**src/rtl/minterm_pkg.sv**
```systemverilog
// Shared constants, state encoding and scan helpers for the minterm scanner.
// Vector counter covers the 16 input combinations; scan pointer covers {mask2,mask1}.
package minterm_pkg;

    localparam int N_VARS     = 4;
    localparam int N_MINTERMS = 16;
    localparam int VEC_W      = N_VARS;
    localparam int PTR_W      = N_VARS + 1;
    localparam int SCAN_BITS  = 2 * N_MINTERMS;

    typedef enum logic [1:0] {
        IDLE,
        DRIVE,
        EMIT
    } state_t;

    typedef logic [VEC_W-1:0]     vec_t;
    typedef logic [PTR_W-1:0]     ptr_t;
    typedef logic [SCAN_BITS-1:0] scan_t;

    // True when any bit strictly above position p is set.
    function automatic logic any_above(input scan_t bits, input ptr_t p);
        scan_t keep;
        keep = ~((scan_t'(2) << p) - scan_t'(1));
        return |(bits & keep);
    endfunction

endpackage

```
**src/rtl/minterm_emitter.sv**
```systemverilog
// Walks the 32-bit {mask2,mask1} word and emits one valid/ready beat per set bit.
// Clear bits cost one cycle each; the end-of-scan strobe fires on the final transfer.
module minterm_emitter
    import minterm_pkg::*;
(
    input  logic             clk,
    input  logic             rst,
    input  logic             start,
    input  scan_t            mask,
    input  logic             m_ready,
    output logic             m_valid,
    output logic             m_sel,
    output logic [VEC_W-1:0] m_index,
    output logic             m_last,
    output logic             fin
);

    logic active;
    ptr_t p;
    logic hit;
    logic step;
    logic at_end;

    // Beat fields come straight from the pointer so they cannot move during a stall.
    assign hit     = mask[p];
    assign at_end  = (p == ptr_t'(SCAN_BITS - 1));
    assign m_valid = active && hit;
    assign m_sel   = p[PTR_W-1];
    assign m_index = p[VEC_W-1:0];
    assign m_last  = m_valid && !any_above(mask, p);
    assign step    = active && (!hit || m_ready);
    assign fin     = active && ((m_valid && m_ready && m_last) || (!hit && at_end));

    always_ff @(posedge clk) begin
        if (rst) begin
            active <= 1'b0;
            p      <= '0;
        end else if (start) begin
            active <= 1'b1;
            p      <= '0;
        end else if (fin) begin
            active <= 1'b0;
            p      <= '0;
        end else if (step) begin
            p <= p + ptr_t'(1);
        end
    end

endmodule

```
**src/rtl/minterm_scanner.sv**
```systemverilog
// Drives all 16 {A,B,C,D} vectors into two function circuits, records F1/F2 as
// minterm masks, then streams the set minterm indices out over valid/ready.
module minterm_scanner
    import minterm_pkg::*;
#(
    parameter int SAMPLE_DLY = 0
) (
    input  logic        clk,
    input  logic        rst,
    input  logic        start,
    output logic        busy,
    output logic        done,
    output logic        A,
    output logic        B,
    output logic        C,
    output logic        D,
    input  logic        f1,
    input  logic        f2,
    output logic [15:0] mask1,
    output logic [15:0] mask2,
    output logic        m_valid,
    input  logic        m_ready,
    output logic        m_sel,
    output logic [3:0]  m_index,
    output logic        m_last
);

    localparam int             S_W   = (SAMPLE_DLY > 0) ? $clog2(SAMPLE_DLY + 1) : 1;
    localparam logic [S_W-1:0] S_MAX = S_W'(SAMPLE_DLY);

    state_t         state;
    vec_t           v;
    logic [S_W-1:0] s;
    logic           last_vec;
    logic           emit_start;
    logic           emit_fin;

    assign last_vec   = (v == vec_t'(N_MINTERMS - 1));
    assign emit_start = (state == DRIVE) && (s == S_MAX) && last_vec;

    always_ff @(posedge clk) begin
        if (rst) begin
            state        <= IDLE;
            v            <= '0;
            s            <= '0;
            busy         <= 1'b0;
            done         <= 1'b0;
            {A, B, C, D} <= '0;
            mask1        <= '0;
            mask2        <= '0;
        end else begin
            done <= 1'b0;
            case (state)
                IDLE: begin
                    if (start) begin
                        state        <= DRIVE;
                        busy         <= 1'b1;
                        v            <= '0;
                        s            <= '0;
                        {A, B, C, D} <= '0;
                        mask1        <= '0;
                        mask2        <= '0;
                    end
                end
                DRIVE: begin
                    if (s == S_MAX) begin
                        mask1[v] <= f1;
                        mask2[v] <= f2;
                        s        <= '0;
                        // The drive pins stay on vector 15 once the sweep completes.
                        if (last_vec) begin
                            state <= EMIT;
                        end else begin
                            v            <= v + vec_t'(1);
                            {A, B, C, D} <= v + vec_t'(1);
                        end
                    end else begin
                        s <= s + S_W'(1);
                    end
                end
                EMIT: begin
                    if (emit_fin) begin
                        state <= IDLE;
                        busy  <= 1'b0;
                        done  <= 1'b1;
                    end
                end
                default: state <= IDLE;
            endcase
        end
    end

    minterm_emitter u_emit (
        .clk     (clk),
        .rst     (rst),
        .start   (emit_start),
        .mask    ({mask2, mask1}),
        .m_ready (m_ready),
        .m_valid (m_valid),
        .m_sel   (m_sel),
        .m_index (m_index),
        .m_last  (m_last),
        .fin     (emit_fin)
    );

endmodule

```
**config.mk**
```make
export PLATFORM = sky130hd
export DESIGN_NAME = minterm_scanner
export DESIGN_NICKNAME = d
export VERILOG_FILES = /design/src/rtl/minterm_pkg.sv /design/src/rtl/minterm_emitter.sv /design/src/rtl/minterm_scanner.sv
export SDC_FILE = /design/constraint.sdc
export NUM_CORES = 1
export LEC_CHECK = 0
export CAP_MARGIN = 10
export CORE_MARGIN = 2
export CORE_UTILIZATION = 45
export CTS_CLUSTER_DIAMETER = 150
export DETAILED_ROUTE_END_ITERATION = 16
export PLACE_DENSITY = 0.7
export SYNTH_ARGS = -nofsm -noshare
export SYNTH_HDL_FRONTEND = slang
export SYNTH_SLANG_ARGS = --single-unit
```
**constraint.sdc**
```tcl
create_clock -name clk -period 3.5 [get_ports clk]
set_input_delay 0.35 -clock clk [delete_from_list [all_inputs] [get_ports clk]]
set_output_delay 0.35 -clock clk [all_outputs]
set_load 0.05 [all_outputs]
```
==> results of run 1 <==
==> cell families (layout without fill, tap and decap cells) <==
family,after synthesis,in the layout
AO/OA/AOI/OAI,123,123
XOR/XNOR,17,17
adder cells (fa/ha/maj),12,12
buffers and inverters,52,127
flip-flops,46,46
multiplexers,19,19
AND/OR/NAND/NOR,233,233
==> flip-flops by register name, indices dropped and copies added (netlist names) <==
| name | flops |
|---|---|
| C | 1 |
| mask2 | 16 |
| u_emit.active | 1 |
| done | 1 |
| D | 1 |
| state | 2 |
| u_emit.p | 5 |
| A | 1 |
| B | 1 |
| busy | 1 |
| mask1 | 16 |
==> layout by cell type (no fill, tap or decap), drive strengths merged, types with 3 or more instances in the layout <==
cell / count
xor2: 7
and4: 3
nor3: 16
a221oi: 3
o31ai: 4
ha: 12
a31oi: 4
o221ai: 4
mux2i: 19
and2: 8
o21a: 3
clkbuf: 6
o211ai: 11
or2: 3
nor2b: 14
o311ai: 3
xnor2: 10
o21ai: 12
nand2: 58
dfxtp: 46
o2111ai: 5
a21oi: 39
a22oi: 6
nand4: 11
nor2: 31
clkdlybuf4s50: 49
buf: 60
nand2b: 8
a211oi: 3
nand3: 68
o21bai: 3
and3: 3
inv: 11
==> power by group <==
group / leakage [nW] / switching, W / internal (W)
logic: 1.19 / 0.0000684 / 0.0000286
clock network: 0.0557 / 0.000185 / 0.000214
registers: 0.373 / 0.00000598 / 0.000526
==> metrics by stage <==
stage,TNS [ns],worst slack (ns),area (µm²),hold WS [ns]
after floorplan,0,0.00668,3820,0.588
after global placement,0,0.0857,4510,0.502
after detailed placement,0,0.0460,4510,0.513
after CTS,0,0.00720,4800,0.524
after global routing,-0.113,-0.113,4980,0.548
final,-0.0297,-0.0297,4980,0.518
==> how the worst min path moves through the flow <==
| stage | start | endpoint | cells past startpoint |
|---|---|---|---|
| finish | busy | busy | 2 |
| global route | busy | busy | 2 |
| CTS | busy | busy | 2 |
| detailed placement | busy | busy | 2 |
| global placement | busy | busy | 2 |
| floorplan | m_ready | state[1] | 2 |
==> cell type report <==
cell class	count	area share [%]
Inverter	10	0.804
Clock inverter	2	0.729
Tap cell	105	2.64
Multi-Input combinational cell	404	56.1
Timing Repair Buffer	109	19.6
Clock buffer	6	1.46
Sequential cell	46	18.7
==> routing by layer <==
metal | wire (µm) | share of wire (%) | global-route usage (%)
met5 | 0 | 0 | 0
met4 | 778 | 5.3 | 16.9
met3 | 1050 | 7.1 | 3.83
met2 | 7140 | 49 | 56.0
met1 | 5730 | 39 | 40.8
==> tightest hold or removal path, cell delays in order (launching register included) <==
cell and delay (ns):
dfxtp_1 0.32, nor2_1 0.10, a311oi_1 0.05
==> what timing repair did <==
action | in CTS | in global routing
setup endpoints to repair | 1 | 1
resized for setup | 19 | 26
setup buffers | 13 | 8
endpoints found under the hold margin | 0 | 0
pin swaps | 18 | 14
==> impl_summary.txt, run 1 <==
----------------------------------------------------
[Final layout]
  Final net count ... 594
  Filler Cells Inserted ... 793
  Footprint of the flip-flops and latches ... 930 µm²
  Area of the multi-input gates ... 2790 µm²
  Final Core Density ... 61.5%
  Share of layout cells above drive strength 1 ... 21.3%
  Layout overhead on the synthesized area ... 34.3%
  ANT cells ... 0
  Number of standard cells in the final layout excluding fillers ... 682

[Yosys]
  Total standard cell area after synthesis ... 3710 µm²
  Flip-flop and latch count after synthesis ... 46
  Largest family of logic cells by synthesized area ... simple AND/OR/NAND/NOR gates
  Synthesized netlist net count ... 520
  Synthesized area divided by synthesized cell count ... 7.38 µm²
  Simple-gate share of the synthesized area ... 31.8%
  Distinct cell type count of the synthesized netlist ... 79
  Fraction of registers with async set/reset ... 0%
  Leading post-synthesis cells by instance count ... nand3_1, nand2_1, dfxtp_1
  Adder-cell share of the synthesized area ... 4.05%
  Share of synthesized area spent on multiplexers ... 5.13%
  Synth warn ... 0
  Number of standard cells after synthesis ... 502
  Synthesized-area fraction occupied by ao, oa, aoi and oai cells ... 23.9%
  Dominant cells by area after synthesis ... dfxtp_1, nand3_1, nand2_1
  Xor/xnor cell area share of the yosys netlist ... 4.02%
  Part of the Yosys area used for sequential elements ... 24.8%
  Most instantiated flip-flop cell in the synthesis netlist ... dfxtp_1
  Fraction of post-synthesis cell area in the top cell type by area ... 24.8%
  Post-synth top area cell ... dfxtp_1
  Count of flip-flops with a built-in enable after synthesis ... 0
  Most used standard cell by instance count after synthesis ... nand3_1

[Routing]
  Number of detailed-routing iterations run before antenna repair ... 6
  Via count ... 4,416
  Average routed wire per standard cell ... 21.5 µm
  DRC viols ... 0
  Post-route antenna net violation count ... 0
  Post-detailed-routing wire length ... 14,700 µm
  Detailed router's first-iteration violation count ... 285
  Drt via density ... 6.48

[Setup path]
  Worst flop-to-flop path endpoint ... u_emit.p[2]
  Cell family with most CP delay ... compound AO/OA/AOI/OAI gates
  Launch point of the worst reg-to-reg path ... u_emit.p[0]
  Worst setup startpoint ... u_emit.p[0]
  Path depth of the worst reg2reg path ... 16
  Start-to-end type of the worst setup path ... register to primary output
  Critical path capture point type ... primary output
  Total stage count of the critical path ... 12
  Required arrival time at the worst endpoint ... 3.15 ns
  CP Launch Type ... register
  Maximum fanout along the worst path ... 10
  Critical path, cell by cell ... inv_2, ha_2, buf_4, nor3_4, o221a_1, nand2_2, a31oi_1, o221ai_1, a222oi_1, o2111ai_2, nor2_4, buf_12
  Arrival time at the worst endpoint ... 3.18 ns
  Register-to-register path setup slack ... 0.18 ns
  Buf/Inv on CP ... 3
  Largest stage delay on the critical path ... 0.42 ns
  Crit path max-delay cell type ... a222oi_1
  Critical path capture point ... m_last

[Power and ir drop]
  Leakage power figure ... 1.62 nW
  Total Power Consumption ... 0.00103 W
  Power density relative to cell area ... 206 nW/µm²
  Worst-case vdd ir drop ... 266 µV

[Global routing]
  Number of antenna violations at the first check in global routing ... 0
  Global-route wire length before repair ... 22,400 µm
  Largest net degree at the start of global routing ... 35
  Overall track demand over capacity in global routing ... 32.9%
  Gr ovfl total ... 0
  Vias in the first global route ... 4,061

[STA]
  Clock Skew ... 0.00434 ns
  Final number of hold-violating endpoints ... 0
  Final slew viol count ... 0
  Tightest slew margin relative to the limit ... 27.5%
  Final min period ... 3.53 ns
  Post-layout worst setup margin ... -0.0297 ns
  Setup repair after global routing missed its margin ... yes
  Final setup violation count ... 1
  Achievable clock frequency ... 283 MHz
  Slew at the pin closest to its max-slew limit ... 1.08 ns
  Final critical-path share of the clock period ... 101%

[Floorplanning]
  FP Rows ... 33
  Vertical die dimension ... 94.8 µm
  Placeable core area ... 8090 µm²
  Initial cell density of the core ... 45.8%
  Die Footprint ... 8980 µm²
  Top-level port count ... 51
  Width of the die ... 94.8 µm

[Run]
  Number of maximum-capacitance violations ... 0

[Clock tree]
  Number of hold-repair buffers added at the cts stage ... 0
  CTS max path bufs ... 2
  TritonCTS clock tree ... yes
  Root buffer selected by CTS ... clkbuf_8
  Clock buffer count from CTS ... 5
  Clock transition at the registers of the reported paths ... 0.09 ns
  CTS H-Tree Depth ... 2
  Clk sink count ... 46
  Skew-Pair Late Insertion Delay ... 0.30 ns

[Placement]
  Quantity of I/O buffers inserted on ports ... 50
  Cells after DPL ... 654
  Post-detail-place hpwl ... 10,900 µm
  Gpl congestion ... 1.03

[Run status]
  Violations in the final reports ... setup timing
  Result of the run ... complete, but fails checks

[Worst hold path]
  Type of the tightest min-delay check ... register to register

----------------------------------------------------
Note: power is estimated with default switching activity, not from simulation.
==> run 2, diff against run 1 <==
--- a/config.mk
+++ b/config.mk
@@ -7,10 +7,12 @@
 export LEC_CHECK = 0
 export CAP_MARGIN = 10
 export CORE_MARGIN = 2
-export CORE_UTILIZATION = 45
+export CORE_UTILIZATION = 51
 export CTS_CLUSTER_DIAMETER = 150
 export DETAILED_ROUTE_END_ITERATION = 16
-export PLACE_DENSITY = 0.7
+export PLACE_DENSITY = 0.78
+export SETUP_SLACK_MARGIN = 0.3
+export SKIP_CTS_REPAIR_TIMING = 1
 export SYNTH_ARGS = -nofsm -noshare
 export SYNTH_HDL_FRONTEND = slang
 export SYNTH_SLANG_ARGS = --single-unit
==> run 2 against run 1 <==
  * The flow still finishes with violations (setup timing)
  * Sequential share of layout area grew 0.90 points
  * Flip-flop and latch count is the same
  * Fmax shrank 1.4%
  * Clock power shrank 16%
  * Sequential power is essentially flat
  * Clock-buffer cell count grew 1
  * Critical path type unchanged
  * Critical endpoint unchanged
  * Largest power group unchanged
==> impl_summary.txt, run 2 (synthesis gave the netlist of run 1 again) <==
----------------------------------------------------
[Run status]
  Violations in the final reports ... setup timing
  Result of the run ... complete, but fails checks

[Worst hold path]
  Cell depth of the worst hold path ... 2
  Start point of the worst hold path ... mask2[1]
  Type of the tightest min-delay check ... register to register
  Capture endpoint of the worst hold path ... mask2[1]

[Setup path]
  Cell family with most CP delay ... compound AO/OA/AOI/OAI gates
  Buf/Inv on CP ... 2
  Path depth of the worst reg2reg path ... 14
  Arrival time at the worst endpoint ... 3.23 ns
  CP Launch Type ... register
  Maximum fanout along the worst path ... 7
  Start-to-end type of the worst setup path ... register to primary output
  Worst setup startpoint ... u_emit.p[0]
  Crit path max-delay cell type ... a222oi_1
  Required arrival time at the worst endpoint ... 3.15 ns
  Largest stage delay on the critical path ... 0.42 ns
  Critical path capture point type ... primary output
  Critical path, cell by cell ... ha_2, ha_4, buf_4, nor3_4, o221a_1, nand2_2, a31oi_1, o221ai_1, a222oi_1, o2111ai_2, nor2_4, buf_12
  Register-to-register path setup slack ... 0.24 ns
  Launch point of the worst reg-to-reg path ... u_emit.p[0]
  Worst flop-to-flop path endpoint ... u_emit.p[2]

[Floorplanning]
  Width of the die ... 89.2 µm
  FP Rows ... 31
  Initial cell density of the core ... 51.9%
  Placeable core area ... 7140 µm²
  Die Footprint ... 7960 µm²
  Top-level port count ... 51
  Vertical die dimension ... 89.2 µm

[Final layout]
  Layout overhead on the synthesized area ... 28.7%
  Regs by FF count ... mask1 x16, mask2 x16, u_emit.p x5
  Final Core Density ... 66.8%
  Filler Cells Inserted ... 654
  Leading cell type in the layout, fill and taps excluded ... nand3_1
  Final net count ... 577
  Commonest non-fill, non-tap cells in the layout ... nand3_1, nand2_1, clkdlybuf4s50_1
  Share of layout cells above drive strength 1 ... 17.5%
  ANT cells ... 0

[Clock tree]
  Skew-Pair Late Insertion Delay ... 0.30 ns
  CTS H-Tree Depth ... 2
  Clock transition at the registers of the reported paths ... 0.08 ns
  Clock buffer count from CTS ... 5
  Root buffer selected by CTS ... clkbuf_8
  Clk sink count ... 46
  CTS max path bufs ... 2
  TritonCTS clock tree ... yes

[STA]
  Setup TNS after final layout ... -0.0789 ns
  Achievable clock frequency ... 279 MHz
  Final min period ... 3.58 ns
  Final critical-path share of the clock period ... 102%
  Post-layout worst setup margin ... -0.0789 ns
  Final number of hold-violating endpoints ... 0
  Clock Skew ... 0.00526 ns
  Final setup violation count ... 1
  Tightest slew margin relative to the limit ... 29.2%
  Slew at the pin closest to its max-slew limit ... 1.06 ns
  Final slew viol count ... 0
  Setup repair after global routing missed its margin ... yes

[Routing]
  Detailed router's first-iteration violation count ... 385
  Post-detailed-routing wire length ... 14,100 µm
  Drt via density ... 6.53
  Number of detailed-routing iterations run before antenna repair ... 5
  DRC viols ... 0
  Average routed wire per standard cell ... 21.4 µm
  Post-route antenna net violation count ... 0
  Via count ... 4,305

[Power and ir drop]
  Leakage power figure ... 1.53 nW
  Worst-case vdd ir drop ... 331 µV
  Power density relative to cell area ... 202 nW/µm²

[Global routing]
  Largest net degree at the start of global routing ... 44
  GRT met2 Usage ... 58.9%
  Gr ovfl total ... 0
  Vias in the first global route ... 3,769
  Most utilized layer in the global route result ... met2
  Met1 routing resource usage after global routing ... 45.0%
  M3 GR Usage ... 3.51%
  Overall track demand over capacity in global routing ... 35.3%
  Global-route wire length before repair ... 21,200 µm
  Number of antenna violations at the first check in global routing ... 0

[Run]
  Number of maximum-capacitance violations ... 0

[Placement]
  Quantity of I/O buffers inserted on ports ... 50
  Gpl congestion ... 1.10
  Post-detail-place hpwl ... 10,400 µm

----------------------------------------------------
-- run 2: cell types whose count changed in the layout (fill, tap and decap cells not counted), sizes merged --
cell and delta:
clkbuf +1, dlymetal6s2s +1, clkdlybuf4s50 -1, inv -1
bufinv -1, buf -17, clkinv +1
-- run 2: tightest hold or removal path: stages, from the launching register on --
cell	delay [ns]
dfxtp_1	0.35
nand3_1	0.08
a21oi_1	0.06
-- run 2: where the power goes --
group          leakage [nW]  internal [W]  switching (W)
clock network        0.0482      0.000160       0.000176
registers             0.374      0.000526     0.00000539
logic                  1.11     0.0000283      0.0000684
-- run 2: layout make-up --
cell class / instances / area (µm²) / area share, %
Clock buffer: 7 / 86.3 / 1.81
Clock inverter: 1 / 5.00 / 0.105
Inverter: 10 / 42.5 / 0.892
Multi-Input combinational cell: 404 / 2740 / 57.4
Sequential cell: 46 / 933 / 19.6
Tap cell: 99 / 124 / 2.60
Timing Repair Buffer: 92 / 841 / 17.6
-- run 2: how the worst max path moves through the flow --
stage,to,slack [ns],cells after the start
2_1_floorplan,m_last,0.06,16
3_3_place_gp,m_last,0.10,13
6_report,m_last,-0.08,12
5_1_grt,m_last,-0.15,11
3_5_place_dp,m_last,0.06,12
4_1_cts,m_last,-0.29,12
-- run 2: metrics by stage --
| stage | hold slack, ns | instances | area (µm²) | worst slack (ns) | power (W) |
|---|---|---|---|---|---|
| after floorplan | 0.584 | 502 | 3830 | 0.0611 | 0.000608 |
| after global placement | 0.492 | 640 | 4460 | 0.103 | 0.000634 |
| final | 0.523 | 659 | 4770 | -0.0789 | 0.000963 |
| after CTS | 0.503 | 648 | 4560 | -0.285 | 0.000961 |
| after global routing | 0.542 | 659 | 4770 | -0.149 | 0.000997 |
| after detailed placement | 0.492 | 640 | 4460 | 0.0558 | 0.000636 |
-- run 2: metal layers --
layer	part of all wire, %	wire [µm]
met5	0	0
met1	39	5560
met4	5.4	768
met2	48	6830
met3	6.7	945
==> run 3, diff against run 2 <==
--- a/config.mk
+++ b/config.mk
@@ -8,11 +8,13 @@
 export CAP_MARGIN = 10
 export CORE_MARGIN = 2
 export CORE_UTILIZATION = 51
+export CTS_BUF_LIST = sky130_fd_sc_hd__clkbuf_16
 export CTS_CLUSTER_DIAMETER = 150
 export DETAILED_ROUTE_END_ITERATION = 16
 export PLACE_DENSITY = 0.78
 export SETUP_SLACK_MARGIN = 0.3
 export SKIP_CTS_REPAIR_TIMING = 1
+export SLEW_MARGIN = 25
 export SYNTH_ARGS = -nofsm -noshare
 export SYNTH_HDL_FRONTEND = slang
 export SYNTH_SLANG_ARGS = --single-unit
==> run 3 against run 2 <==
  * The flow still finishes with violations (setup timing)
  * Flip-flop and latch count is the same
  * Clock-buffer cell count is 2 lower
  * Clock power up 34%
  * Critical path depth is 1 lower
  * Power grew 12%
  * Non-clock buffer count grew 3
  * Hold slack worse by 0.0027 ns
  * Clock skew is 0.0014 ns lower
  * Register-to-register slack improved by 0.08 ns
  * First-iteration DRC count grew 4.2%
  * Final area up 1.9%
  * Sequential power barely moved
  * Largest cell class unchanged
  * Highest routed layer unchanged
==> impl_summary.txt, run 3 (synthesis gave the netlist of run 1 again) <==
----------------------------------------------------
[STA]
  Tightest slew margin relative to the limit ... 29.4%
  Setup TNS after final layout ... -0.0338 ns
  Clock Skew ... 0.00382 ns
  Worst hold slack after final layout ... 0.520 ns
  Final setup violation count ... 1
  Achievable clock frequency ... 283 MHz
  Post-layout worst setup margin ... -0.0338 ns
  Slew at the pin closest to its max-slew limit ... 1.06 ns
  Setup repair after global routing missed its margin ... yes
  Final min period ... 3.53 ns
  Final critical-path share of the clock period ... 101%
  Final number of hold-violating endpoints ... 0
  Final slew viol count ... 0

[Setup path]
  Critical path capture point type ... primary output
  Maximum fanout along the worst path ... 5
  Arrival time at the worst endpoint ... 3.18 ns
  Register-to-register path setup slack ... 0.32 ns
  Start-to-end type of the worst setup path ... register to primary output
  CP Launch Type ... register
  Required arrival time at the worst endpoint ... 3.15 ns

[Routing]
  Post-route antenna net violation count ... 0
  Drt via density ... 6.48
  Number of detailed-routing iterations run before antenna repair ... 5
  DRC viols ... 0
  Average routed wire per standard cell ... 21.4 µm
  Detailed router's first-iteration violation count ... 401
  Post-detailed-routing wire length ... 14,200 µm
  Via count ... 4,289

[Final layout]
  Final net count ... 580
  Layout overhead on the synthesized area ... 31.1%
  Leading cell type in the layout, fill and taps excluded ... nand3_1
  Commonest non-fill, non-tap cells in the layout ... nand3_1, nand2_1, clkdlybuf4s50_1
  Regs by FF count ... mask1 x16, mask2 x16, u_emit.p x5
  Share of layout cells above drive strength 1 ... 18.5%
  ANT cells ... 0

[Floorplanning]
  Initial cell density of the core ... 51.9%
  FP Rows ... 31
  Placeable core area ... 7140 µm²
  Die Footprint ... 7960 µm²
  Vertical die dimension ... 89.2 µm
  Top-level port count ... 51
  Width of the die ... 89.2 µm

[Run]
  Number of maximum-capacitance violations ... 0

[Global routing]
  Gr ovfl total ... 0
  Vias in the first global route ... 3,797
  Number of antenna violations at the first check in global routing ... 0
  Overall track demand over capacity in global routing ... 35.4%
  Largest net degree at the start of global routing ... 44
  Global-route wire length before repair ... 21,300 µm

[Placement]
  Gpl congestion ... 1.10
  Quantity of I/O buffers inserted on ports ... 50
  Post-detail-place hpwl ... 10,400 µm

[Clock tree]
  CTS H-Tree Depth ... 2
  Clock buffer count from CTS ... 5
  Skew-Pair Late Insertion Delay ... 0.28 ns
  Root buffer selected by CTS ... clkbuf_16
  TritonCTS clock tree ... yes
  Clock transition at the registers of the reported paths ... 0.06 ns
  Clk sink count ... 46
  CTS max path bufs ... 2

[Worst hold path]
  Type of the tightest min-delay check ... register to register

[Power and ir drop]
  Leakage power figure ... 1.56 nW
  Power density relative to cell area ... 222 nW/µm²
  Worst-case vdd ir drop ... 388 µV

[Run status]
  Violations in the final reports ... setup timing
  Result of the run ... complete, but fails checks

----------------------------------------------------
run 3: worst paths after layout:
path               startpoint       end  cells past startpoint
setup / recovery  u_emit.p[0]    m_last                     11
hold / removal       mask2[1]  mask2[1]                      2
setup reg to reg  u_emit.p[0]      busy                     12
hold reg to reg      mask2[1]  mask2[1]                      2
run 3: metal layers:
| layer | vias up | part of all wire [%] | global-route usage, % |
|---|---|---|---|
| li1 | 1971 | - | - |
| met1 | 1971 | 37 | 44.5 |
| met2 | 278 | 49 | 59.3 |
| met3 | 69 | 8.3 | 4.62 |
| met4 | 0 | 5.1 | 17.8 |
| met5 | - | 0 | 0 |
run 3: critical path, cell delays in order (launching register included):
cell,delay [ns]
dfxtp_4,0.37
ha_2,0.22
ha_4,0.18
or4_4,0.46
nor2_4,0.18
o221ai_2,0.11
a21oi_2,0.26
xor2_1,0.12
a222oi_1,0.38
o2111ai_2,0.26
nor2_4,0.21
buf_12,0.15
run 3: cell type report:
| class | instances | area (µm²) |
|---|---|---|
| multi-input cells | 404 | 2760 |
| clock inverters | 3 | 12.5 |
| well taps | 99 | 124 |
| flip-flops and latches | 46 | 933 |
| repair buffers | 95 | 863 |
| clock buffers | 5 | 125 |
| inverters | 10 | 42.5 |
| fillers | 641 | 2280 |
run 3: per-stage QoR:
stage	cell area, µm²	util [%]	std cells	setup WS (ns)	power [W]
final	4860	68.1	662	-0.0338	0.00108
after global routing	4860	68.1	662	-0.114	0.00111
after CTS	4600	64.5	648	-0.260	0.00107
after detailed placement	4460	62.6	640	0.0558	0.000636
after global placement	4460	62.6	640	0.103	0.000634
after floorplan	3830	-	502	0.0611	0.000608
run 3: power by group:
group / switching [W] / internal (W) / leakage [nW] / total, W
clock network: 0.000189 / 0.000258 / 0.0724 / 0.000448
logic: 0.0000689 / 0.0000283 / 1.11 / 0.0000972
registers: 0.00000543 / 0.000526 / 0.374 / 0.000532
